<file path="src/rtl/memory_arbiter.sv">
// memory_arbiter
//   Shares the single 128-bit main-memory port between the icache refill FSM
//   and the dcache refill/writeback FSM. The dcache has fixed priority. After
//   MAX_DC_CONSEC back-to-back dcache grants with an icache request pending,
//   the icache is forced through. A HOLDOFF-cycle window after every
//   completed transfer masks the trailing request cycle that each cache
//   keeps asserting after its ready pulse.
//
// Ports
//   clock, reset              system clock; asynchronous active-high reset
//   ic_req/ic_addr            icache read request (level) and miss address
//   ic_ready/ic_block         one-cycle completion pulse and refill block
//   dc_req/dc_we/dc_addr      dcache request (level), direction, address
//   dc_wdata                  dcache writeback block
//   dc_ready/dc_rdata         one-cycle completion pulse and read block
//   mem_req/mem_we/mem_addr   memory request (held until mem_ack), direction,
//   mem_wdata                 16-byte-aligned address and write block
//   mem_rdata/mem_ack         memory read block and completion
//   busy                      arbiter not idle
//   owner                     00 none, 01 icache, 10 dcache
module memory_arbiter #(
  parameter int unsigned MAX_DC_CONSEC = 4,
  parameter int unsigned HOLDOFF       = 2
) (
  input  logic         clock,
  input  logic         reset,
  input  logic         ic_req,
  input  logic [31:0]  ic_addr,
  output logic         ic_ready,
  output logic [127:0] ic_block,
  input  logic         dc_req,
  input  logic         dc_we,
  input  logic [31:0]  dc_addr,
  input  logic [127:0] dc_wdata,
  output logic         dc_ready,
  output logic [127:0] dc_rdata,
  output logic         mem_req,
  output logic         mem_we,
  output logic [31:0]  mem_addr,
  output logic [127:0] mem_wdata,
  input  logic [127:0] mem_rdata,
  input  logic         mem_ack,
  output logic         busy,
  output logic [1:0]   owner
);

  localparam logic [3:0] STARV_MAX = 4'(MAX_DC_CONSEC);
  localparam logic [2:0] HOLD_LOAD = 3'(HOLDOFF);

  typedef enum logic [1:0] {
    IDLE     = 2'd0,
    GRANT_IC = 2'd1,
    GRANT_DC = 2'd2,
    HOLD     = 2'd3
  } state_t;

  state_t     state;
  state_t     state_next;
  logic [3:0] starv_cnt;
  logic [2:0] hold_cnt;
  logic       pick_ic;
  logic       pick_dc;
  logic       xfer_done;

  // Byte-offset bits are dropped by block alignment.
  logic unused_addr_bits;
  assign unused_addr_bits = ^{ic_addr[3:0], dc_addr[3:0]};

  always_ff @(posedge clock or posedge reset) begin
    if (reset) begin
      state <= IDLE;
    end else begin
      state <= state_next;
    end
  end

  always_comb begin
    state_next = state;
    pick_ic    = 1'b0;
    pick_dc    = 1'b0;
    xfer_done  = 1'b0;
    case (state)
      IDLE: begin
        if (ic_req && dc_req) begin
          if (starv_cnt >= STARV_MAX) begin
            pick_ic = 1'b1;
          end else begin
            pick_dc = 1'b1;
          end
        end else if (ic_req) begin
          pick_ic = 1'b1;
        end else if (dc_req) begin
          pick_dc = 1'b1;
        end
        if (pick_ic) begin
          state_next = GRANT_IC;
        end else if (pick_dc) begin
          state_next = GRANT_DC;
        end
      end
      GRANT_IC, GRANT_DC: begin
        // mem_req is high in every grant cycle, including the first one,
        // so an ack coinciding with the rising request completes it.
        if (mem_ack && mem_req) begin
          xfer_done  = 1'b1;
          state_next = HOLD;
        end
      end
      HOLD: begin
        if (hold_cnt <= 3'd1) begin
          state_next = IDLE;
        end
      end
      default: state_next = IDLE;
    endcase
  end

  always_ff @(posedge clock or posedge reset) begin
    if (reset) begin
      mem_req   <= 1'b0;
      mem_we    <= 1'b0;
      mem_addr  <= '0;
      mem_wdata <= '0;
      ic_ready  <= 1'b0;
      dc_ready  <= 1'b0;
      ic_block  <= '0;
      dc_rdata  <= '0;
      owner     <= 2'b00;
      busy      <= 1'b0;
      starv_cnt <= '0;
      hold_cnt  <= '0;
    end else begin
      ic_ready <= 1'b0;
      dc_ready <= 1'b0;
      busy     <= (state_next != IDLE);

      if (pick_ic) begin
        mem_req   <= 1'b1;
        mem_we    <= 1'b0;
        mem_addr  <= {ic_addr[31:4], 4'h0};
        owner     <= 2'b01;
        starv_cnt <= '0;
      end

      if (pick_dc) begin
        mem_req   <= 1'b1;
        mem_we    <= dc_we;
        mem_addr  <= {dc_addr[31:4], 4'h0};
        mem_wdata <= dc_wdata;
        owner     <= 2'b10;
        if (!ic_req) begin
          starv_cnt <= '0;
        end else if (starv_cnt < STARV_MAX) begin
          starv_cnt <= starv_cnt + 4'd1;
        end
      end

      if (xfer_done) begin
        mem_req  <= 1'b0;
        mem_we   <= 1'b0;
        owner    <= 2'b00;
        hold_cnt <= HOLD_LOAD;
        if (state == GRANT_IC) begin
          ic_ready <= 1'b1;
          ic_block <= mem_rdata;
        end else begin
          dc_ready <= 1'b1;
          // mem_we still carries the latched direction of this transfer.
          if (!mem_we) begin
            dc_rdata <= mem_rdata;
          end
        end
      end else if (state == HOLD) begin
        hold_cnt <= hold_cnt - 3'd1;
      end
    end
  end

endmodule
</file>
<file path="config.mk">
export PLATFORM = sky130hd
export DESIGN_NAME = memory_arbiter
export DESIGN_NICKNAME = d
export VERILOG_FILES = /design/src/rtl/memory_arbiter.sv
export SDC_FILE = /design/constraint.sdc
export NUM_CORES = 1
export LEC_CHECK = 0
export CELL_PAD_IN_SITES_DETAIL_PLACEMENT = 0
export CELL_PAD_IN_SITES_GLOBAL_PLACEMENT = 1
export CORE_AREA = 8 8 284 286
export DETAILED_ROUTE_END_ITERATION = 8
export DIE_AREA = 0 0 292 294
export GPL_ROUTABILITY_DRIVEN = 0
export PLACE_DENSITY_LB_ADDON = 0.1
export RECOVER_POWER = 50
export SYNTH_ARGS = -nofsm -noshare
export SYNTH_HDL_FRONTEND = slang
export SYNTH_SLANG_ARGS = --single-unit
</file>
<file path="constraint.sdc">
create_clock -name clock -period 17.6 [get_ports clock]
set_clock_uncertainty 0.05 [all_clocks]
set_input_delay 2.64 -clock clock [delete_from_list [all_inputs] [get_ports clock]]
set_output_delay 2.64 -clock clock [all_outputs]
set_load 0.02 [all_outputs]
</file>
=== Word level (Yosys, flattened, before mapping) ===
Cells that the tools add are included.

* Input port bits: 326
* Word-level logic and storage cells: 72
* Register bits: 432

* Order comparisons: 3
* Equality and inequality tests: 3
* Bitwise operators: 2
* Multiplexer cells: 39
* Reduce and logical (&&, ||, !) cells: 10
* Add/sub/neg operators: 2

{| class="wikitable"
|+ Operator list
! cell !! number
|-
| $mux W32 || 2
|-
| $mux W1 || 23
|-
| $mux W4 || 4
|-
| $mux W2 || 7
|-
| $mux W3 || 2
|-
| $pmux W2 S3 || 1
|-
| $reduce_bool A2 Y1 || 3
|-
| $add A4 B1 Y4 const B || 1
|-
| $eq A2 B2 Y1 const B || 2
|-
| $ge A4 B3 Y1 const B || 1
|-
| $lt A4 B3 Y1 const B || 1
|-
| $le A3 B1 Y1 const B || 1
|-
| $reduce_and A3 Y1 || 1
|-
| $reduce_bool A3 Y1 || 1
|-
| $sub A3 B1 Y3 const B || 1
|-
| $eq A2 B1 Y1 const B || 1
|-
| $logic_and A1 B1 Y1 || 2
|-
| $logic_not A2 Y1 || 1
|-
| $not A1 Y1 || 2
|-
| $reduce_and A2 Y1 || 1
|-
| $reduce_or A2 Y1 || 1
|}

=== Logic depth before layout (Yosys ltp) ===
* Depth after elaboration: 9
* Depth in mapped cells: 8

=== Least setup slack after synthesis ===
OpenSTA, ideal clock, no wires.

* Path kind: input port to flip-flop
* Start point: in ic_req
* End point: reg mem_wdata[100]
* Required time: 17425 ps
* Arrival time: 3739 ps
* Stages on the path: 6
* Setup slack: 13686 ps
* Path through: buf_2 o21ai_1 nand2_1 buf_2 buf_4 mux2_2

* Cells in the longest elaborated chain, start to end: 4
* Elaborated cells on any way between the ends: 5
* Classes of those cells: mux (4); reduce/logical (1)

{| class="wikitable"
|+ Ends and longest elaborated chain
! what !! RTL line !! source
|-
| start, declared || 27 || <nowiki>input logic ic_req,</nowiki>
|-
| $mux W1 or $logic_and A1 B1 Y1 (tied branches) || 90, 84 ||
|-
| $mux W1 * || 84 || <nowiki>if (ic_req && dc_req) begin</nowiki>
|-
| $mux W1 * (2 in a row) || 82 || <nowiki>case (state)</nowiki>
|-
| end signal, assigned || 149 || <nowiki>mem_wdata <= dc_wdata;</nowiki>
|-
| end, declared || 40 || <nowiki>output logic [127:0] mem_wdata,</nowiki>
|}

Every way passes the cells marked *; elsewhere a longest branch is shown, timed or not. The select of a mux whose other input is x is not followed.
A chain may end at the register's enable or synchronous reset.

==> impl_metrics.yaml <==
global_route:
  grt_start_max_net_pins: 124
  grt_pass1_wl_mm: 94.3
  grt_util_all_layers_pct: 14.8
  overflow: 0
  antenna_found_initial: 19
  grt_pass1_vias: 13028
sta:
  min_period_ns: 8.67
  holdWs_ns: 0.443
  rsz0062_at_grt: "no"
  fmax_mhz: 115
  hold_viol: 0
  fin_crit_sh_pct: 49.2
  drv_slew: 310
  slew-limit-headroom_pct: -289
  worstMarginPinSlew_ns: 5.80
  fin_tns_setup_ns: 0
  finalSetupViolations: 0
power_and_ir_drop:
  static-leakage-power_nw: 11.3
  peakVddDrop_mv: 0.0796
  power_density_mw_per_mm2: 201
synthesis:
  synth_area_leader_cell: "dfrtp_1"
  yosys_warnings: 0
  synth_cell_types: 36
  seq_area_frac_synth_pct: 65.1
  postSynthCellCount: 1055
  synthTopCellsByArea: "dfrtp_1 65%, mux2_2 26%, a31oi_1 1.1%"
  synth_top_area_share_pct: 65.1
  ys_ff_latch: 428
  syn_avg_cell_area_um2: 15.6
  syn_area_mm2: 0.0164
worst_setup_path:
  ff2ff_setup_slack_ns: 11.64
  startpoint_type: "input pin"
  crit_type: "in2async"
  worstPathArrival_ns: 8.71
  crit_required_ns: 17.64
  crit_path_end_kind: "async pin"
  crit_fanout: 123
final_layout:
  finish.utilization_pct: 34.7
  final-instance-count-excl-fill: 2838
  fillers: 7524
  layout.nets: 2129
  final_common_cell: "dfrtp_1"
  mostFrequentLayoutCells: "428 x dfrtp_1, 385 x mux2_2, 374 x dlygate4sd3_1, 362 x clkdlybuf4s50_1, 54 x clkbuf_16"
  area_growth_pct: 61.3
  drive_gt1_share_pct: 26.4
clock_network:
  holdBufCountCts: 0
  post_cts_resized: 0
  cts_tree: "built"
  clkSinkCount: 428
  cts_buffer_depth: 3
  clk-insertion-delay-late_ns: 0.58
  cts_buffers: 53
  clk_pin_slew_ns: 0.05
  clockRootBuffer: "clkbuf_16"
  htreeDepth: 2
  post_cts_buffers: 0
routing:
  vias_per_cell: 4.15
  vias: 11790
  drc: 0
  wl_per_cell_um: 23.3
  drt_iter0_drc: 311
  first_pass_iters: 5
  routed_wl_mm: 66.0
  postRouteAntennaNets: 0
floorplan:
  fp.dieW_um: 292
  dieArea_mm2: 0.0858
  die_h_um: 294
  fp.coreArea_mm2: 0.0764
  ioPinCount: 749
  num_rows: 102
  start_util_pct: 21.5
status:
  violations: "max-capacitance violations, max-slew violations"
  status: "finished, violations left"
placement:
  port_buffers: 736
  dp_hpwl_mm: 49.7
  dp.cells: 2730
run:
  drv_cap: 6
worst_hold_path:
  hold_class: "reg2reg"
cell type report:
| class | count | area (µm²) | area share, % |
|---|---|---|---|
| flip-flops and latches | 428 | 10700 | 40.4 |
| repair buffers | 750 | 7460 | 28.1 |
| multi-input cells | 556 | 5270 | 19.9 |
| clock buffers | 78 | 1600 | 6.04 |
| well taps | 988 | 1240 | 4.66 |
| clock inverters | 18 | 185 | 0.698 |
| inverters | 8 | 31.3 | 0.118 |
| diodes | 12 | 30.0 | 0.113 |
per-stage QoR:
step | worst slack [ns] | total power, W | cell area, µm²
after floorplan | 2.99 | 0.00305 | 16500
after global routing | 7.58 | 0.00564 | 26500
after CTS | 12.16 | 0.00563 | 26500
after detailed placement | 11.49 | 0.00447 | 24800
after global placement | 11.48 | 0.00444 | 24800
final | 8.93 | 0.00533 | 26500
cell families after synthesis:
logic type	count (synthesis)	share of synthesized area (%)
buffers and inverters	74	2.87
muxes	385	26.4
AOI/OAI and AO/OA	103	3.60
DFF	428	65.1
xor gates and xnor gates	2	0.107
other	1	0.0228
adders and majority gates	6	0.457
and+or+nand+nor	56	1.45
critical path: stages:
cell	delay, ns
dlygate4sd3_1	0.54
clkinvlp_2	3.20
clkbuf_1	2.12
synth_stat cells:
cell type and n:
a2bb2oi_1 1, o22ai_1 2, buf_6 6, or3_4 1
mux2_2 385, buf_2 31, a21oi_1 30, o221a_2 1
o21a_1 2, nor4_1 1, dfrtp_1 428, ha_1 6
and2_1 2, conb_1 1, o21ai_1 2, clkbuf_1 12
a211o_1 1, a22o_1 2, a31oi_1 28, xor2_1 1
nand3_2 1, nor3_1 2, inv_1 8, o2bb2ai_1 1
o21ai_0 30, buf_4 8, a32oi_1 1, o211ai_1 1
and3_1 1, nor2_1 40, xnor2_1 1, clkbuf_8 8
o21bai_1 1, nand3_1 1, buf_1 1, nand2_1 7
flip-flops by register name, indices dropped and copies added, names as in the netlist:
register and cells:
owner 2, mem_addr 28, ic_block 128, mem_wdata 128, mem_req 1, hold_cnt 3, ic_ready 1, starv_cnt 4
state 2, mem_we 1, dc_rdata 128, busy 1, dc_ready 1
per-layer routing:
layer / vias to the layer above / routed length, µm / GRT usage [%]
met5: - / 116 / 0
met4: 16 / 1670 / 4.41
met1: 5938 / 23100 / 15.2
met3: 110 / 7280 / 7.50
met2: 473 / 33900 / 26.2
li1: 5253 / - / -
power by group:
part           leakage [nW]  internal [W]  switching (W)
Clock                 0.887      0.000670       0.000439
Sequential             5.16       0.00148       0.000222
Combinational          5.29       0.00118        0.00134
Total                  11.3       0.00333        0.00200
final timing paths:
check,from,to,cells past startpoint
max in group clock,mem_ack,ic_block[68]$_DFFE_PP0P_,6
worst max register to register,state[0]$_DFF_PP0_,ic_block[68]$_DFFE_PP0P_,7
worst min-delay path,mem_wdata[39]$_DFFE_PP0N_,mem_wdata[39]$_DFFE_PP0N_,1
worst min register to register,mem_wdata[39]$_DFFE_PP0N_,mem_wdata[39]$_DFFE_PP0N_,1
worst max-delay path,reset,mem_wdata[57]$_DFFE_PP0N_,3
min in group asynchronous,reset,mem_wdata[121]$_DFFE_PP0N_,2
(Power assumes the default switching activity.)
